===== config.mk =====
export PLATFORM = sky130hd
export DESIGN_NAME = alu_seq_ctrl
export DESIGN_NICKNAME = d
export VERILOG_FILES = /design/src/rtl/alu_ctrl_pkg.sv /design/src/rtl/alu_seq_ctrl.sv
export SDC_FILE = /design/constraint.sdc
export NUM_CORES = 1
export LEC_CHECK = 0
export CORE_AREA = 2 2 114 116
export CTS_BUF_LIST = sky130_fd_sc_hd__clkbuf_16
export CTS_CLUSTER_DIAMETER = 60
export CTS_CLUSTER_SIZE = 12
export DETAILED_ROUTE_END_ITERATION = 8
export DIE_AREA = 0 0 116 118
export GPL_ROUTABILITY_DRIVEN = 0
export SETUP_SLACK_MARGIN = 0.4
export SLEW_MARGIN = 5
export SYNTH_ARGS = -nofsm -noshare
export SYNTH_HDL_FRONTEND = slang
export SYNTH_SLANG_ARGS = --single-unit

===== constraint.sdc =====
create_clock -name clk -period 4 [get_ports clk]
set_input_delay 0.4 -clock clk [delete_from_list [all_inputs] [get_ports clk]]
set_output_delay 0.4 -clock clk [all_outputs]
set_load 0.01 [all_outputs]

===== src/rtl/alu_ctrl_pkg.sv =====
// ---------------------------------------------------------------------------
// alu_ctrl_pkg
// Shared definitions for the ALU command sequencer: opcode values, the
// sequencer state encoding and bit positions inside the 4-bit flag word.
// ---------------------------------------------------------------------------
package alu_ctrl_pkg;

    localparam int DATA_W = 8;

    // 0-7 are passed straight through to the ALU select, 8 is the
    // sequenced multiply, anything above 8 is rejected.
    localparam logic [3:0] OP_ADD = 4'd0;
    localparam logic [3:0] OP_SUB = 4'd1;
    localparam logic [3:0] OP_AND = 4'd2;
    localparam logic [3:0] OP_OR  = 4'd3;
    localparam logic [3:0] OP_NOT = 4'd4;
    localparam logic [3:0] OP_XOR = 4'd5;
    localparam logic [3:0] OP_SHL = 4'd6;
    localparam logic [3:0] OP_SHR = 4'd7;
    localparam logic [3:0] OP_MUL = 4'd8;

    typedef enum logic [1:0] {
        IDLE = 2'd0,
        EXEC = 2'd1,
        MUL  = 2'd2,
        RESP = 2'd3
    } state_t;

    // Flag word layout {z,n,c,v}
    localparam int FLAG_Z = 3;
    localparam int FLAG_N = 2;
    localparam int FLAG_C = 1;
    localparam int FLAG_V = 0;

endpackage


===== src/rtl/alu_seq_ctrl.sv =====
// ---------------------------------------------------------------------------
// alu_seq_ctrl
// Command sequencer in front of a shared 8-bit combinational ALU. One command
// is accepted at a time; single ALU ops take one execute cycle, an 8x8
// unsigned multiply is performed as eight shift-add passes through the ALU.
// The result is held on a valid/ready response channel until taken.
//
// Ports
//   clk, rst_n                     clock, synchronous active-low reset
//   cmd_valid/cmd_ready            command handshake (ready only in IDLE)
//   cmd_op[3:0], cmd_a, cmd_b      opcode and operands
//   rsp_valid/rsp_ready            response handshake
//   rsp_data[15:0], rsp_flags[3:0] result and {z,n,c,v}
//   rsp_err                        illegal opcode indication
//   busy                           high whenever not IDLE
//   alu_a, alu_b, alu_s            drive to the external ALU
//   alu_out, alu_z/n/c/v           result and flags back from the ALU
// ---------------------------------------------------------------------------
module alu_seq_ctrl
    import alu_ctrl_pkg::*;
#(
    parameter int MUL_ITER = 8
) (
    input  logic        clk,
    input  logic        rst_n,
    input  logic        cmd_valid,
    output logic        cmd_ready,
    input  logic [3:0]  cmd_op,
    input  logic [7:0]  cmd_a,
    input  logic [7:0]  cmd_b,
    output logic        rsp_valid,
    input  logic        rsp_ready,
    output logic [15:0] rsp_data,
    output logic [3:0]  rsp_flags,
    output logic        rsp_err,
    output logic        busy,
    output logic [7:0]  alu_a,
    output logic [7:0]  alu_b,
    output logic [2:0]  alu_s,
    input  logic [7:0]  alu_out,
    input  logic        alu_z,
    input  logic        alu_n,
    input  logic        alu_c,
    input  logic        alu_v
);

    state_t      state_q, state_d;
    // Only the ALU select is kept; whether the command was a single op,
    // a multiply or illegal is already encoded by the state it moved to.
    logic [2:0]  op_q, op_d;
    logic [7:0]  a_q, a_d;
    logic [7:0]  b_q, b_d;
    logic [7:0]  p_q, p_d;
    logic [7:0]  q_q, q_d;
    logic [2:0]  cnt_q, cnt_d;
    logic [15:0] rsp_data_q, rsp_data_d;
    logic [3:0]  rsp_flags_q, rsp_flags_d;
    logic        rsp_err_q, rsp_err_d;

    logic        cy;
    logic [7:0]  p_next;
    logic [7:0]  q_next;
    logic        last_iter;

    assign last_iter = (cnt_q == 3'(MUL_ITER - 1));

    // State register
    always_ff @(posedge clk) begin
        if (!rst_n) begin
            state_q <= IDLE;
        end else begin
            state_q <= state_d;
        end
    end

    // Next-state logic
    always_comb begin
        state_d = state_q;
        unique case (state_q)
            IDLE: begin
                if (cmd_valid) begin
                    if (cmd_op < OP_MUL) begin
                        state_d = EXEC;
                    end else if (cmd_op == OP_MUL) begin
                        state_d = MUL;
                    end else begin
                        state_d = RESP;
                    end
                end
            end
            EXEC:    state_d = RESP;
            MUL:     if (last_iter) state_d = RESP;
            RESP:    if (rsp_ready) state_d = IDLE;
            default: state_d = IDLE;
        endcase
    end

    // Output logic
    always_comb begin
        cmd_ready = (state_q == IDLE);
        busy      = (state_q != IDLE);
        rsp_valid = (state_q == RESP);
        rsp_data  = rsp_data_q;
        rsp_flags = rsp_flags_q;
        rsp_err   = rsp_err_q;
        alu_a     = '0;
        alu_b     = '0;
        alu_s     = '0;
        unique case (state_q)
            EXEC: begin
                alu_a = a_q;
                alu_b = b_q;
                alu_s = op_q;
            end
            MUL: begin
                alu_a = p_q;
                alu_b = q_q[0] ? a_q : 8'h00;
                alu_s = OP_ADD[2:0];
            end
            default: ;
        endcase
    end

    // Datapath next values
    always_comb begin
        op_d        = op_q;
        a_d         = a_q;
        b_d         = b_q;
        p_d         = p_q;
        q_d         = q_q;
        cnt_d       = cnt_q;
        rsp_data_d  = rsp_data_q;
        rsp_flags_d = rsp_flags_q;
        rsp_err_d   = rsp_err_q;

        // The ALU carry flag is not trusted for the partial-product add; a
        // wrapped 8-bit sum is always smaller than the addend P.
        cy     = (alu_out < p_q);
        p_next = {cy, alu_out[7:1]};
        q_next = {alu_out[0], q_q[7:1]};

        unique case (state_q)
            IDLE: begin
                if (cmd_valid) begin
                    op_d  = cmd_op[2:0];
                    a_d   = cmd_a;
                    b_d   = cmd_b;
                    p_d   = '0;
                    q_d   = cmd_b;
                    cnt_d = '0;
                    if (cmd_op > OP_MUL) begin
                        rsp_data_d  = '0;
                        rsp_flags_d = '0;
                        rsp_err_d   = 1'b1;
                    end
                end
            end
            EXEC: begin
                rsp_data_d            = {8'h00, alu_out};
                rsp_flags_d[FLAG_Z]   = alu_z;
                rsp_flags_d[FLAG_N]   = alu_n;
                rsp_flags_d[FLAG_C]   = alu_c;
                rsp_flags_d[FLAG_V]   = alu_v;
                rsp_err_d             = 1'b0;
            end
            MUL: begin
                p_d   = p_next;
                q_d   = q_next;
                cnt_d = cnt_q + 3'd1;
                if (last_iter) begin
                    rsp_data_d          = {p_next, q_next};
                    rsp_flags_d[FLAG_Z] = ({p_next, q_next} == 16'h0000);
                    rsp_flags_d[FLAG_N] = p_next[7];
                    rsp_flags_d[FLAG_C] = 1'b0;
                    rsp_flags_d[FLAG_V] = 1'b0;
                    rsp_err_d           = 1'b0;
                end
            end
            default: ;
        endcase
    end

    // Datapath registers
    always_ff @(posedge clk) begin
        if (!rst_n) begin
            op_q        <= '0;
            a_q         <= '0;
            b_q         <= '0;
            p_q         <= '0;
            q_q         <= '0;
            cnt_q       <= '0;
            rsp_data_q  <= '0;
            rsp_flags_q <= '0;
            rsp_err_q   <= 1'b0;
        end else begin
            op_q        <= op_d;
            a_q         <= a_d;
            b_q         <= b_d;
            p_q         <= p_d;
            q_q         <= q_d;
            cnt_q       <= cnt_d;
            rsp_data_q  <= rsp_data_d;
            rsp_flags_q <= rsp_flags_d;
            rsp_err_q   <= rsp_err_d;
        end
    end

endmodule


==> run summary, run 1 <==
Final slew viol count -> 0
Worst rel slew slack -> 33.0%
Status -> finished clean
Initial antenna violation count -> 0
Final setup violation count -> 0
RSZ-0062 raised after global routing -> false
Yosys cell types -> 36
Most common library cells after synthesis -> 64 x nand2_1, 61 x dfxtp_1, 27 x a21boi_0
Launch point of the worst path -> state_q[0]$_SDFFE_PN0P_
Design area -> 4280 µm²
Number of gates resized after CTS -> 0
Worst setup SP type -> flop
Post-Syn Instances -> 340
Slowest cell delay on critical path -> 0.55 ns
Max VDD drop -> 0.248 mV
Leak -> 0.00164 µW
Net Count, Synth -> 389
Worst EP arrival -> 2.55 ns
Combined area of the multi-input logic cells -> 1650 µm²
Hold depth -> 2
Via/cell ratio -> 4.64
Gr ovfl total -> 0
Most used DFF post-synth -> dfxtp_1
Most frequent cell after synthesis -> nand2_1
WL final -> 8870 µm
Share of Yosys cell area claimed by the top area cell type -> 40.2%
Fill cells -> 1283
WP data required -> 3.60 ns
Skew final -> 0.00522 ns
Worst path cell trace -> inv_1, ha_1, and2_1, a22o_1, clkdlybuf4s50_1
Initial Util -> 24.5%
Setup TNS -> 0 ns
DP HPWL -> 6420 µm
Die width -> 116 µm
Post-route ant nets -> 0
Setup Fix Bufs, Post-CTS -> 0
Sw Pwr -> 1050 µW
Asr flop ratio synth -> 0%
Syn_area_per_cell -> 8.94 µm²
# port buffers -> 78
Final hold vios -> 0
Final worst path period need -> 2.95 ns
Clock Latency Late Sink -> 0.33 ns
Crit Path Max Fanout -> 17
Clock share of power -> 29.9%
Iteration-0 DRC Markers -> 159
Yosys warns -> 0
Nets@finish -> 457
Netlist Area Pre-Place -> 3040 µm²
Clk slew on worst S/H paths -> 0.06 ns
Root Buffer Master -> clkbuf_16
Crit path buf inv count -> 2
Area Overhead vs Synth -> 40.9%
Delay-heaviest family, CP -> buffers and inverters
Clock tree sinks -> 61
Area contributors post-synth -> dfxtp_1 40%, nand2_1 7.9%, a21boi_0 6.7%, ha_1 5.3%, a22o_1 4.6%
First-pass GRT wire length -> 14100 µm
Cell taking the most area after synthesis -> dfxtp_1
Row cnt -> 41
Logic pwr share -> 40.1%
Seq/Total Area, Yosys -> 40.2%
Worst setup EP type -> primary output
CTS tree -> built
DRT Pass-1 Iters -> 4
Antenna diode count -> 0
DR vias -> 2716
Die height -> 118 µm
GRT Total Usage -> 13.4%
Largest net degree at the start of global routing -> 67
WL per Instance -> 15.2 µm
CP max stage cell -> and2_1
Register area -> 1220 µm²
H-tree depth -> 3
Min-delay src -> rsp_data[12]$_SDFFE_PN0P_
Fmax -> 0.339 GHz
CTS buffer count -> 9
Placed Area -> 3950 µm²
Cell Int Power -> 1860 µW
Max-Cap Viols -> 0
Critical Path Stages -> 5
Reg2reg path depth -> 6
Hold Crit Class -> flop to flop
Type of the worst setup path -> flop to primary output
Sw frac -> 35.9%
FF+latch count, synth -> 61
Share of layout cells above drive strength 1 -> 6.78%
# IOs -> 79
Post-synth EDFFs -> 0
Core area -> 12400 µm²
Tcrit/Tclk final -> 73.7%
Part of the power in registers -> 29.9%
CTS Hold Buffers Added -> 0
# DRC -> 0
Vias in the first global route -> 2636
PD cells -> 679 nW/µm²
Worst slew pin tran -> 0.998 ns
Clock buffer depth -> 2
FF-to-FF Start -> state_q[0]$_SDFFE_PN0P_
Die ar. -> 13700 µm²
==> area by class of cell <==
class                   count  share of cell area [%]
clock buffers               9                    5.26
clock inverters             7                    2.48
inverters                  12                    1.05
multi-input cells         241                    38.6
flip-flops and latches     61                    28.5
well taps                 172                    5.02
repair buffers             83                    19.1
==> power by group through the flow <==
stage	Combinational, µW	Clock (µW)	Sequential [µW]
final	1170	871	871
after detailed placement	1180	0	884
after CTS	1180	884	872
after floorplan	785	0	878
after global routing	1290	911	892
after global placement	1160	0	877
==> cells by family (layout without fill, tap and decap cells) <==
| family | Yosys count | count (layout) | share of synthesized area (%) |
|---|---|---|---|
| muxes | 10 | 10 | 3.29 |
| adders and majority gates | 13 | 13 | 5.35 |
| AOI/OAI and AO/OA | 92 | 92 | 25.8 |
| and+or+nand+nor | 126 | 126 | 19.9 |
| buffers and inverters | 38 | 111 | 5.51 |
| DFF | 61 | 61 | 40.2 |
==> sequential cells by signal (all words and copies together) (netlist names) <==
signal     flops
a_q            8
b_q            8
cnt_q          3
op_q           3
p_q            8
q_q            8
rsp_data      16
rsp_err        1
rsp_flags      4
state_q        2
==> layer usage <==
metal	vias to the layer above	global-route usage (%)	share of wire, %
met5	-	0	0
met4	0	5.28	1.8
met3	15	3.60	4.8
met2	57	22.0	49
met1	1305	16.5	44
li1	1339	-	-
==> final timing paths <==
| path | endpoint | slack [ns] |
|---|---|---|
| max | alu_a[0] | 1.05 |
| min | rsp_data[12]$_SDFFE_PN0P_ | 0.46 |
| max reg2reg | q_q[6]$_SDFFE_PN0P_ | 1.44 |
| min reg2reg | rsp_data[12]$_SDFFE_PN0P_ | 0.46 |
==> worst min-delay path: stages, from the launching register on <==
cell and delay, ns:
dfxtp_1 0.31, nand2_1 0.05, a21boi_1 0.05
==> through the flow <==
stage | worst slack, ns | std cells | total power, µW | hold WS, ns | util [%]
2_1_floorplan | 1.97 | 340 | 1660 | 0.439 | -
3_3_place_gp | 1.47 | 569 | 2040 | 0.446 | 31.8
3_5_place_dp | 1.39 | 569 | 2060 | 0.453 | 31.8
4_1_cts | 1.05 | 585 | 2940 | 0.461 | 34.5
5_1_grt | 0.870 | 585 | 3090 | 0.476 | 34.5
6_report | 1.05 | 585 | 2910 | 0.455 | 34.5
==> cell usage in the layout (no fill, tap or decap), types with 2 or more instances in the layout <==
cell and n:
nor4_1 3, bufinv_16 3, ha_1 13, dfxtp_1 61, a21oi_1 7, mux2i_1 10, a31oi_1 3, nor3b_1 8
a21boi_0 27, a22o_1 16, nand2_1 64, nor2_1 12, nor2b_1 14, nor3_1 2, inv_1 14, o21ai_0 3
and2_1 6, clkdlybuf4s50_1 78, a221oi_2 8, buf_4 5, clkbuf_16 9, o21ai_1 2, o211a_1 10, nand3_1 11
a22oi_1 10
No activity file was read; power rests on OpenSTA's default activity.
==> run 2: changes to the inputs <==
==> constraint.sdc (replaced) <==
create_clock -name clk -period 2.88 [get_ports clk]
set_input_delay 0.288 -clock clk [delete_from_list [all_inputs] [get_ports clk]]
set_output_delay 0.288 -clock clk [all_outputs]
set_load 0.01 [all_outputs]
==> run 2 against run 1 <==
Effect of this change: combinational power rose by 51%; clock power rose by 7.0%; critical path depth rose by 1; power rose by 35%; worst hold slack improved by 0.0066 ns; via count rose by 1.2%; first-iteration DRC count rose by 4.4%; sequential cell count did not move; critical endpoint unchanged; largest power group unchanged.
==> run summary, run 2 (synthesized netlist as in run 1, its figures left out) <==
Status -> finished clean
Final hold vios -> 0 (unchanged)
Worst setup EP type -> primary output
Hold Crit Class -> flop to flop
Max reg flops -> 16 (unchanged)
Placed cells -> 582 (+2.3%)
DR vias -> 2748 (+1.2%)
Worst slew pin tran -> 0.634 ns (-0.365 ns)
Initial Util -> 24.5% (unchanged)
Design area -> 4370 µm² (+2.0%)
Initial antenna violation count -> 0 (unchanged)
Tcrit/Tclk final -> 82.5%
# IOs -> 79 (unchanged)
Largest net degree at the start of global routing -> 66 (-1.5%)
Worst EP arrival -> 2.09 ns (-0.46 ns)
Finished Layout Cells -> 598 (+2.2%)
DP HPWL -> 6890 µm (+7.3%)
WP data required -> 2.59 ns (-1.01 ns)
Share of layout cells above drive strength 1 -> 11.0% (+4.3 points)
CTS buffer count -> 9 (unchanged)
Iteration-0 DRC Markers -> 166 (+4.4%)
Final core occ -> 35.2% (+0.69 points)
Via/cell ratio -> 4.60 (-1.0%)
Max-Cap Viols -> 0 (unchanged)
GRT Total Usage -> 13.6% (+0.22 points)
Area Overhead vs Synth -> 43.7%
Leak -> 0.00170 µW (+4.1%)
Root Buffer Master -> clkbuf_16
DRT Pass-1 Iters -> 4 (unchanged)
Die height -> 118 µm (unchanged)
Gr ovfl total -> 0 (unchanged)
Fill cells -> 1330 (+3.7%)
Type of the worst setup path -> flop to primary output
Antenna diode count -> 0 (unchanged)
Row cnt -> 41 (unchanged)
First-pass GRT wire length -> 14200 µm (+0.93%)
Highest routed layer -> met4
Met3 Wirelength -> 330 µm (-23%)
RSZ-0062 raised after global routing -> true
Die width -> 116 µm (unchanged)
Clock buffer depth -> 2 (unchanged)
CTS tree -> built
Max VDD drop -> 0.309 mV (+25%)
Most common cell after layout, fill and taps aside -> clkdlybuf4s50_1
# port buffers -> 78 (unchanged)
Final setup violation count -> 0 (unchanged)
Clk slew on worst S/H paths -> 0.05 ns (about the same)
Skew final -> 0.00726 ns (+0.00205 ns)
Post-route ant nets -> 0 (unchanged)
Worst rel slew slack -> 57.6% (+25 points)
Setup TNS -> 0 ns (unchanged)
PD cells -> 898 nW/µm² (+32%)
WL per Instance -> 15.4 µm (+1.3%)
Worst setup SP type -> flop
Vias in the first global route -> 2698 (+2.4%)
CTS Hold Buffers Added -> 0 (unchanged)
Fmax -> 0.421 GHz
Clock Latency Late Sink -> 0.32 ns (about the same)
Post-Route M1 WL -> 4100 µm (+5.0%)
Die ar. -> 13700 µm² (unchanged)
WL final -> 9190 µm (+3.6%)
Final worst path period need -> 2.37 ns
Core area -> 12400 µm² (unchanged)
H-tree depth -> 3 (unchanged)
Met2 wire length -> 4660 µm (+6.3%)
Nets@finish -> 471 (+3.1%)
# DRC -> 0 (unchanged)
Crit Path Max Fanout -> 14 (-3)
Placed Area -> 4050 µm² (+2.5%)
Final slew viol count -> 0 (unchanged)
Clock tree sinks -> 61 (unchanged)
Commonest non-fill, non-tap cells in the layout -> 76 x clkdlybuf4s50_1, 64 x nand2_1, 59 x dfxtp_1
[run 2: final cells by class]
class | count | area, µm² | share of cell area [%]
multi-input combinational | 241 | 1670 | 38.2
sequential | 61 | 1220 | 28.0
timing repair buffer | 97 | 958 | 21.9
clock buffer | 9 | 225 | 5.16
tap | 172 | 215 | 4.93
inverter | 12 | 45.0 | 1.03
clock inverter | 6 | 31.3 | 0.716
[run 2: per-layer routing]
layer  global-route usage [%]  vias to the layer above
li1                         -                     1377
met2                     22.4                       48
met4                     4.69                        0
met5                        0                        -
met3                     3.50                        8
met1                     17.0                     1315
[run 2: through the flow]
step / hold slack, ns / power (µW) / setup slack [ns]
detailed placement: 0.456 / 2930 / 0.528
CTS: 0.463 / 3930 / 0.362
global route: 0.486 / 4190 / 0.381
global placement: 0.445 / 2900 / 0.557
floorplan: 0.433 / 2310 / 0.939
finish: 0.462 / 3920 / 0.505
[run 2: what timing repair did]
action / CTS / global route
endpoints found under the setup margin: 16 / 16
gates resized for setup: 6 / 6
buffers inserted: 0 / 0
cloned: 0 / 1
hold endpoints to repair: 0 / 0
[run 2: worst paths after layout]
path              slack, ns                     from  cells after the start                        end
setup reg to reg       0.83  state_q[0]$_SDFFE_PN0P_                      7  rsp_data[10]$_SDFFE_PN0P_
hold / removal         0.46     op_q[1]$_SDFFE_PN0P_                      2       op_q[1]$_SDFFE_PN0P_
hold reg to reg        0.46     op_q[1]$_SDFFE_PN0P_                      2       op_q[1]$_SDFFE_PN0P_
setup / recovery       0.51  state_q[0]$_SDFFE_PN0P_                      6                   alu_a[0]
[run 2: critical path: stages (launching register included)]
cell and delay (ns):
dfxtp_2 0.35, inv_1 0.08, ha_4 0.30, and2_4 0.18, buf_12 0.14, a22o_1 0.16, clkdlybuf4s50_1 0.54
[run 2: power breakdown]
part | switching, µW | internal, µW
registers | 169 | 1050
logic | 936 | 833
clock network | 367 | 565
total | 1470 | 2450
